==> src/rtl/div_pkg.sv <==
// div_pkg: shared state encodings, default sizes and constants for the sequential divider.
package div_pkg;
  typedef enum logic [1:0] {DIV_IDLE, DIV_RUN, DIV_FIN} div_state_e;
  localparam int DIV_WIDTH = 32;
  localparam int DIV_CNT_W = 6;
  localparam logic [DIV_WIDTH-1:0] DIVZERO_QUOTIENT = '1;
endpackage

==> src/rtl/div_step.sv <==
// div_step: one restoring-division step, shift in the next dividend bit and trial-subtract the divisor.
module div_step
  import div_pkg::*;
#(
  parameter int WIDTH = DIV_WIDTH
) (
  input  logic [WIDTH-1:0] rem_i,
  input  logic             quo_msb_i,
  input  logic [WIDTH-1:0] divisor_i,
  output logic [WIDTH-1:0] rem_o,
  output logic             q_o
);
  logic [WIDTH:0] shift;
  logic [WIDTH:0] diff;
  assign shift = {rem_i, quo_msb_i};
  assign diff  = shift - {1'b0, divisor_i};
  // rem < divisor, so a set top bit of the difference is exactly a borrow
  assign q_o   = ~diff[WIDTH];
  assign rem_o = diff[WIDTH] ? shift[WIDTH-1:0] : diff[WIDTH-1:0];
endmodule

==> src/rtl/seq_divider.sv <==
// seq_divider: iterative restoring DIV/DIVU, one quotient bit per clock, Done pulse after WIDTH+1 cycles.
// Define DIV_SIGNED_EN to honour the Signed input; otherwise every operation is unsigned.
module seq_divider
  import div_pkg::*;
#(
  parameter int WIDTH = DIV_WIDTH,
  parameter int CNT_W = DIV_CNT_W
) (
  input  logic             Clk,
  input  logic             Rst_n,
  input  logic             Start,
  input  logic             Signed,
  input  logic [WIDTH-1:0] Dividend,
  input  logic [WIDTH-1:0] Divisor,
  output logic             Busy,
  output logic             Done,
  output logic             DivZero,
  output logic [WIDTH-1:0] Quotient,
  output logic [WIDTH-1:0] Remainder
);
  div_state_e       state_q;
  logic [CNT_W-1:0] cnt_q;
  logic [WIDTH-1:0] rem_q, quo_q, dvs_q, rem_d;
  logic [WIDTH-1:0] dvd_abs, dvs_abs, quo_fix, rem_fix;
  logic [WIDTH-1:0] quot_q, remd_q;
  logic             qbit_d, dz_q, busy_q, done_q, divzero_q, accept;

  assign accept = (state_q == DIV_IDLE) && Start;

`ifdef DIV_SIGNED_EN
  logic neg_quo_q, neg_rem_q;
  assign dvd_abs = (Signed && Dividend[WIDTH-1]) ? -Dividend : Dividend;
  assign dvs_abs = (Signed && Divisor[WIDTH-1]) ? -Divisor : Divisor;
  assign quo_fix = neg_quo_q ? -quo_q : quo_q;
  assign rem_fix = neg_rem_q ? -rem_q : rem_q;
  always_ff @(posedge Clk or negedge Rst_n) begin
    if (!Rst_n) begin
      neg_quo_q <= 1'b0;
      neg_rem_q <= 1'b0;
    end else if (accept) begin
      neg_quo_q <= Signed & (Dividend[WIDTH-1] ^ Divisor[WIDTH-1]);
      neg_rem_q <= Signed & Dividend[WIDTH-1];
    end
  end
`else
  logic unused_signed;
  assign unused_signed = Signed;
  assign dvd_abs = Dividend;
  assign dvs_abs = Divisor;
  assign quo_fix = quo_q;
  assign rem_fix = rem_q;
`endif

  div_step #(.WIDTH(WIDTH)) u_step (
    .rem_i    (rem_q),
    .quo_msb_i(quo_q[WIDTH-1]),
    .divisor_i(dvs_q),
    .rem_o    (rem_d),
    .q_o      (qbit_d)
  );

  always_ff @(posedge Clk or negedge Rst_n) begin
    if (!Rst_n) begin
      state_q   <= DIV_IDLE;
      cnt_q     <= '0;
      rem_q     <= '0;
      quo_q     <= '0;
      dvs_q     <= '0;
      dz_q      <= 1'b0;
      busy_q    <= 1'b0;
      done_q    <= 1'b0;
      divzero_q <= 1'b0;
      quot_q    <= '0;
      remd_q    <= '0;
    end else begin
      done_q <= 1'b0;
      case (state_q)
        DIV_IDLE: if (Start) begin
          busy_q    <= 1'b1;
          divzero_q <= 1'b0;
          cnt_q     <= '0;
          rem_q     <= '0;
          dz_q      <= (Divisor == '0);
          // a zero divisor skips iteration; quo_q then carries the raw dividend to Remainder
          quo_q     <= (Divisor == '0) ? Dividend : dvd_abs;
          dvs_q     <= dvs_abs;
          state_q   <= (Divisor == '0) ? DIV_FIN : DIV_RUN;
        end
        DIV_RUN: begin
          rem_q <= rem_d;
          quo_q <= {quo_q[WIDTH-2:0], qbit_d};
          cnt_q <= cnt_q + 1'b1;
          if (cnt_q == CNT_W'(WIDTH - 1)) state_q <= DIV_FIN;
        end
        DIV_FIN: begin
          quot_q    <= dz_q ? WIDTH'(DIVZERO_QUOTIENT) : quo_fix;
          remd_q    <= dz_q ? quo_q : rem_fix;
          divzero_q <= dz_q;
          done_q    <= 1'b1;
          busy_q    <= 1'b0;
          state_q   <= DIV_IDLE;
        end
        default: state_q <= DIV_IDLE;
      endcase
    end
  end

  assign Busy      = busy_q;
  assign Done      = done_q;
  assign DivZero   = divzero_q;
  assign Quotient  = quot_q;
  assign Remainder = remd_q;
endmodule

==> config.mk <==
export PLATFORM = sky130hd
export DESIGN_NAME = seq_divider
export DESIGN_NICKNAME = d
export VERILOG_FILES = /design/src/rtl/div_pkg.sv /design/src/rtl/div_step.sv /design/src/rtl/seq_divider.sv
export SDC_FILE = /design/constraint.sdc
export NUM_CORES = 1
export LEC_CHECK = 0
export ABC_AREA = 1
export BUFFER_PORTS_ARGS = -buffer_cell sky130_fd_sc_hd__buf_4
export CORE_ASPECT_RATIO = 0.9
export CORE_UTILIZATION = 53
export DETAILED_ROUTE_END_ITERATION = 8
export HOLD_SLACK_MARGIN = 0.03
export MAX_ROUTING_LAYER = met4
export PLACE_DENSITY = 0.73
export REMOVE_ABC_BUFFERS = 1
export SLEW_MARGIN = 30
export SYNTH_ARGS = -nofsm -noshare
export SYNTH_HDL_FRONTEND = slang
export SYNTH_SLANG_ARGS = --single-unit
==> constraint.sdc <==
create_clock -name Clk -period 2.1 [get_ports Clk]
set_input_delay 0.105 -clock Clk [delete_from_list [all_inputs] [get_ports Clk]]
set_output_delay 0.105 -clock Clk [all_outputs]
set_load 0.02 [all_outputs]
==> impl_summary.txt <==
----------------------------------------------------
[Power]
  Portion of total power attributed to sequential cells ... around 26%
  Sw frac ... 47.0%
  Share of power burned in combinational logic ... between 60 and 70%
  Clock power share ... between 10% and 20%
  Internal power of the cells ... around 12 mW
  Sw power ... around 11 mW
  P per Cell Area ... 1600 nW/µm²
  Leakage ... 7.42 nW
  Peak VDD IR ... a little under 0.9 mV

[Floorplan]
  Initial standard-cell utilization of the core ... about 55%
  Overall die width ... 148 µm
  Die area ... between 15000 and 20000 µm²
  Floorplan core area ... 18600 µm²
  Number of primary I/O pins ... between 100 and 150
  Row cnt ... 47
  Vertical die dimension ... between 100 and 150 µm

[STA]
  Unrepaired setup endpoints after global routing ... yes
  Clock Skews ... 0.0139 ns
  Total count of max-transition violations in the final report ... 0
  Setup violators final ... 33
  Final cycle utilization of the critical path ... 112%
  Slew @ Worst Pin ... between 0.7 and 0.8 ns
  Setup_tns ... -6.75 ns
  Endpoints failing hold ... 0
  Setup slack after layout ... -0.256 ns
  Max transition margin ... between 50 and 60%
  Fin crit period ... about 2.4 ns
  Max frequency ... 0.424 GHz

[Setup path]
  Worst path top cell family by delay ... simple AND/OR/NAND/NOR gates
  Reg-to-reg critical path startpoint ... quo_fix[31]
  Worst path cell trace ... inv_2 -> ha_4 -> inv_2 -> fa_2 -> nand2_2 -> nand2_4 -> nand3_4 -> nand2_4 -> nand2_4 -> nand2_4 -> nand2_4 -> nand3_4 -> buf_6 -> buf_12 -> nand3_2 -> nand2_1 -> nand2_1 -> nand2_1
  Start-to-end type of the worst setup path ... reg2reg
  Capturing element type of the critical path ... register
  Worst Setup SP ... quo_fix[31]
  Worst Path Arrival ... 2.68 ns
  Cell repeated most along the worst path ... nand2_4
  Critical Path Fanout Max ... 8
  Critical path buffers and inverters ... 4
  Critical path launch point type ... register
  Delay of the slowest critical-path stage ... roughly 0.4 ns
  Critical-path top delay cell ... dfrtp_1
  Required arrival time at the worst endpoint ... 2.42 ns

[Logic synthesis]
  Main combinational cell family by area after synthesis ... simple AND/OR/NAND/NOR gates
  Multiplexer area fraction after synthesis ... less than 1%
  Most instantiated library cell after synthesis ... nand2_1
  Syn Area/Cell ... slightly above 7 µm²
  Synth async-reset ratio ... 100%
  XOR/XNOR share of the synthesized area ... about 1.3%
  Sequential area share after synthesis ... a little over two fifths
  Number of flops mapped to enable cells by yosys ... 0
  Synthesized-area fraction occupied by ao, oa, aoi and oai cells ... 12.2%
  Unique masters post-synth ... 42
  Area of the mapped netlist ... 10200 µm²
  Cell types with the highest counts after synthesis ... nand2_1 (440), inv_1 (197), dfrtp_1 (172)
  Flip-flop cell with the highest count after synthesis ... dfrtp_1
  Area leader, netlist ... dfrtp_1
  Synth Area in Adders ... between 4 and 5%
  Count of mapped cells out of synthesis ... between 1000 and 1500
  Synth top area share ... a little over two fifths
  Ys Warns ... 0
  Number of synthesized register bits ... between 150 and 200
  Simple-gate area share of the yosys netlist ... 29.5%
  Top cells by area, synth ... dfrtp_1 (42%), nand2_1 (16%), inv_1 (7.3%)

[Clocking]
  CTS root buf ... clkbuf_16
  Sinks on Clock Net ... roughly 170
  Number of clock buffers inserted by TritonCTS ... 17
  TritonCTS clock tree ... done
  CTS clk-pin slew, worst paths ... roughly 0.080 ns
  Depth of the CTS H-tree ... 4
  Clock insertion delay at the later pin of the skew report ... ~0.44 ns
  Clock buffer depth ... 2

[Place]
  Number of placed instances with taps included ... roughly 1900
  Routability Congestion ... 1.00
  Place WS ... -0.258 ns
  Placed wire-length estimate after detailed placement ... around 22000 µm
  Count of buffers inserted at the top-level ports ... 133

[GRT]
  Global routing met3 resource utilization ... under 10%
  Overall fraction of global-route tracks in use ... around a third
  Antenna violations before repair ... 1
  Global route hottest layer ... met2
  Total congestion overflow ... 0
  Met1 demand-to-capacity share in global routing ... around 43%
  Largest net degree at the start of global routing ... 69
  Wire length of the first global-routing pass ... between 50000 and 60000 µm
  Global routing usage on met2 ... between 50 and 60%
  Number of global-route vias before repair ... between 10000 and 15000

[Run status]
  Status ... finished, violations left
  Violations in the final reports ... negative setup slack

[Final layout]
  Growth of design area from synthesis to finish ... 38.7%
  Utilization after layout ... about three quarters
  Nets@finish ... between 1500 and 2000
  Count of filler cells inserted in the layout ... about 1400
  Ant. Diodes ... 0
  Ratio of cells with drive above 1 in the final layout ... 23.6%
  Cell Count, Final, Fillers Out ... about 2000

[Worst hold path]
  Startpoint of the lowest-slack hold path ... Start
  Worst hold-check path type ... in2reg

[Drt]
  Total number of vias ... about 11000
  Total Wirelength ... roughly 32000 µm
  Detailed router's first-iteration violation count ... 821
  Via density per instance ... 5.32
  Post-route ant nets ... 0
  Initial DRT Pass Iterations ... 5
  Detailed-route wire length per cell ... 16.3 µm
  Post-detailed-route DRC marker count ... 0

[Job]
  Number of max-cap violations ... 0

----------------------------------------------------
-- cell usage in the layout (no fill, tap or decap), types with 9 or more instances in the layout --
| master | count |
|---|---|
| dlygate4sd3_1 | 64 |
| o211ai_1 | 31 |
| nor2_1 | 133 |
| nand2_4 | 9 |
| inv_1 | 187 |
| ha_1 | 18 |
| nand3_1 | 47 |
| buf_4 | 261 |
| clkbuf_16 | 17 |
| nand2_2 | 26 |
| o21ai_0 | 101 |
| inv_2 | 20 |
| xnor2_1 | 10 |
| nor3_1 | 10 |
| nand2_1 | 424 |
| dfrtp_1 | 172 |
| ha_4 | 15 |
| a21oi_1 | 81 |
| nand3b_1 | 19 |
| nand3_2 | 10 |
-- cells by family after synthesis --
kind of cell | count (synthesis)
AOI/OAI and AO/OA | 225
xor gates and xnor gates | 15
adders and majority gates | 34
buffers and inverters | 263
DFF | 172
muxes | 1
and+or+nand+nor | 712
-- layout make-up --
cell class                 instances  area [µm²]  area share [%]
clock buffer                      17         425            3.02
clock inverter                    15         169            1.20
inverter                         208         781            5.54
multi-input combinational        991        5230            37.1
sequential                       172        4300            30.5
tap                              245         307            2.17
timing repair buffer             341        2880            20.4
-- metrics by stage --
stage                     hold slack (ns)  total power [mW]  instance area, µm²
after floorplan                    -0.191              12.6                9900
after global placement             0.0735              17.4               12200
after detailed placement           0.0730              17.7               12200
after CTS                          0.0669              21.9               13900
after global routing               0.0939              24.1               14100
final                              0.0821              22.5               14100
-- path summary, 6_finish.rpt --
path,to,slack [ns],depth (start not counted)
hold reg to reg,Busy,0.49,2
setup reg to reg,rem_fix[29],-0.26,18
setup / recovery,rem_fix[29],-0.26,18
max in group asynchronous,Quotient[19],1.18,3
hold / removal,state_q[1],0.08,3
min in group asynchronous,dvs_q[26],0.16,2
-- worst reg2reg max path, stage by stage, from the launching register on --
cell and delay [ns]:
dfrtp_1 0.41, inv_2 0.08, ha_4 0.12, inv_2 0.04, fa_2 0.37, nand2_2 0.09, nand2_4 0.06, nand3_4 0.07
nand2_4 0.07, nand2_4 0.09, nand2_4 0.06, nand2_4 0.10, nand3_4 0.11, buf_6 0.15, buf_12 0.14, nand3_2 0.08
nand2_1 0.07, nand2_1 0.07, nand2_1 0.06
-- per-layer routing --
layer  share of wire (%)  wire length [µm]  vias to the layer above
li1                    -                 -                     5118
met1                  42             13700                     5009
met2                  48             15700                      389
met3                 6.3              2040                       75
met4                 3.1              1000                        0
met5                   0                 0                        -
-- timing repair --
| action | 4_1_cts | 5_1_grt |
|---|---|---|
| pin swaps | 1 | 23 |
| endpoints found under the hold margin | 122 | 0 |
| gates cloned | 7 | 1 |
| resized for setup | 28 | 47 |
| setup endpoints to repair | 33 | 33 |
| hold buffers | 64 | 0 |
| buffers inserted | 13 | 4 |
-- registers in the layout (all words and copies together) (netlist names), 2 cells and up --
register / cells
state_q: 2
quo_fix: 32
rem_fix: 32
dvs_q: 32
Quotient: 32
Remainder: 32
cnt_q: 6
-- power groups by stage --
| stage | sequential, mW | clock, mW | combinational, mW |
|---|---|---|---|
| floorplan | 6.20 | 0 | 6.45 |
| global placement | 5.65 | 0 | 11.7 |
| detailed placement | 5.69 | 0 | 12.0 |
| CTS | 5.67 | 3.20 | 13.0 |
| global route | 5.88 | 3.33 | 14.9 |
| finish | 5.74 | 3.18 | 13.6 |
Note: power is estimated with default switching activity, not from simulation.
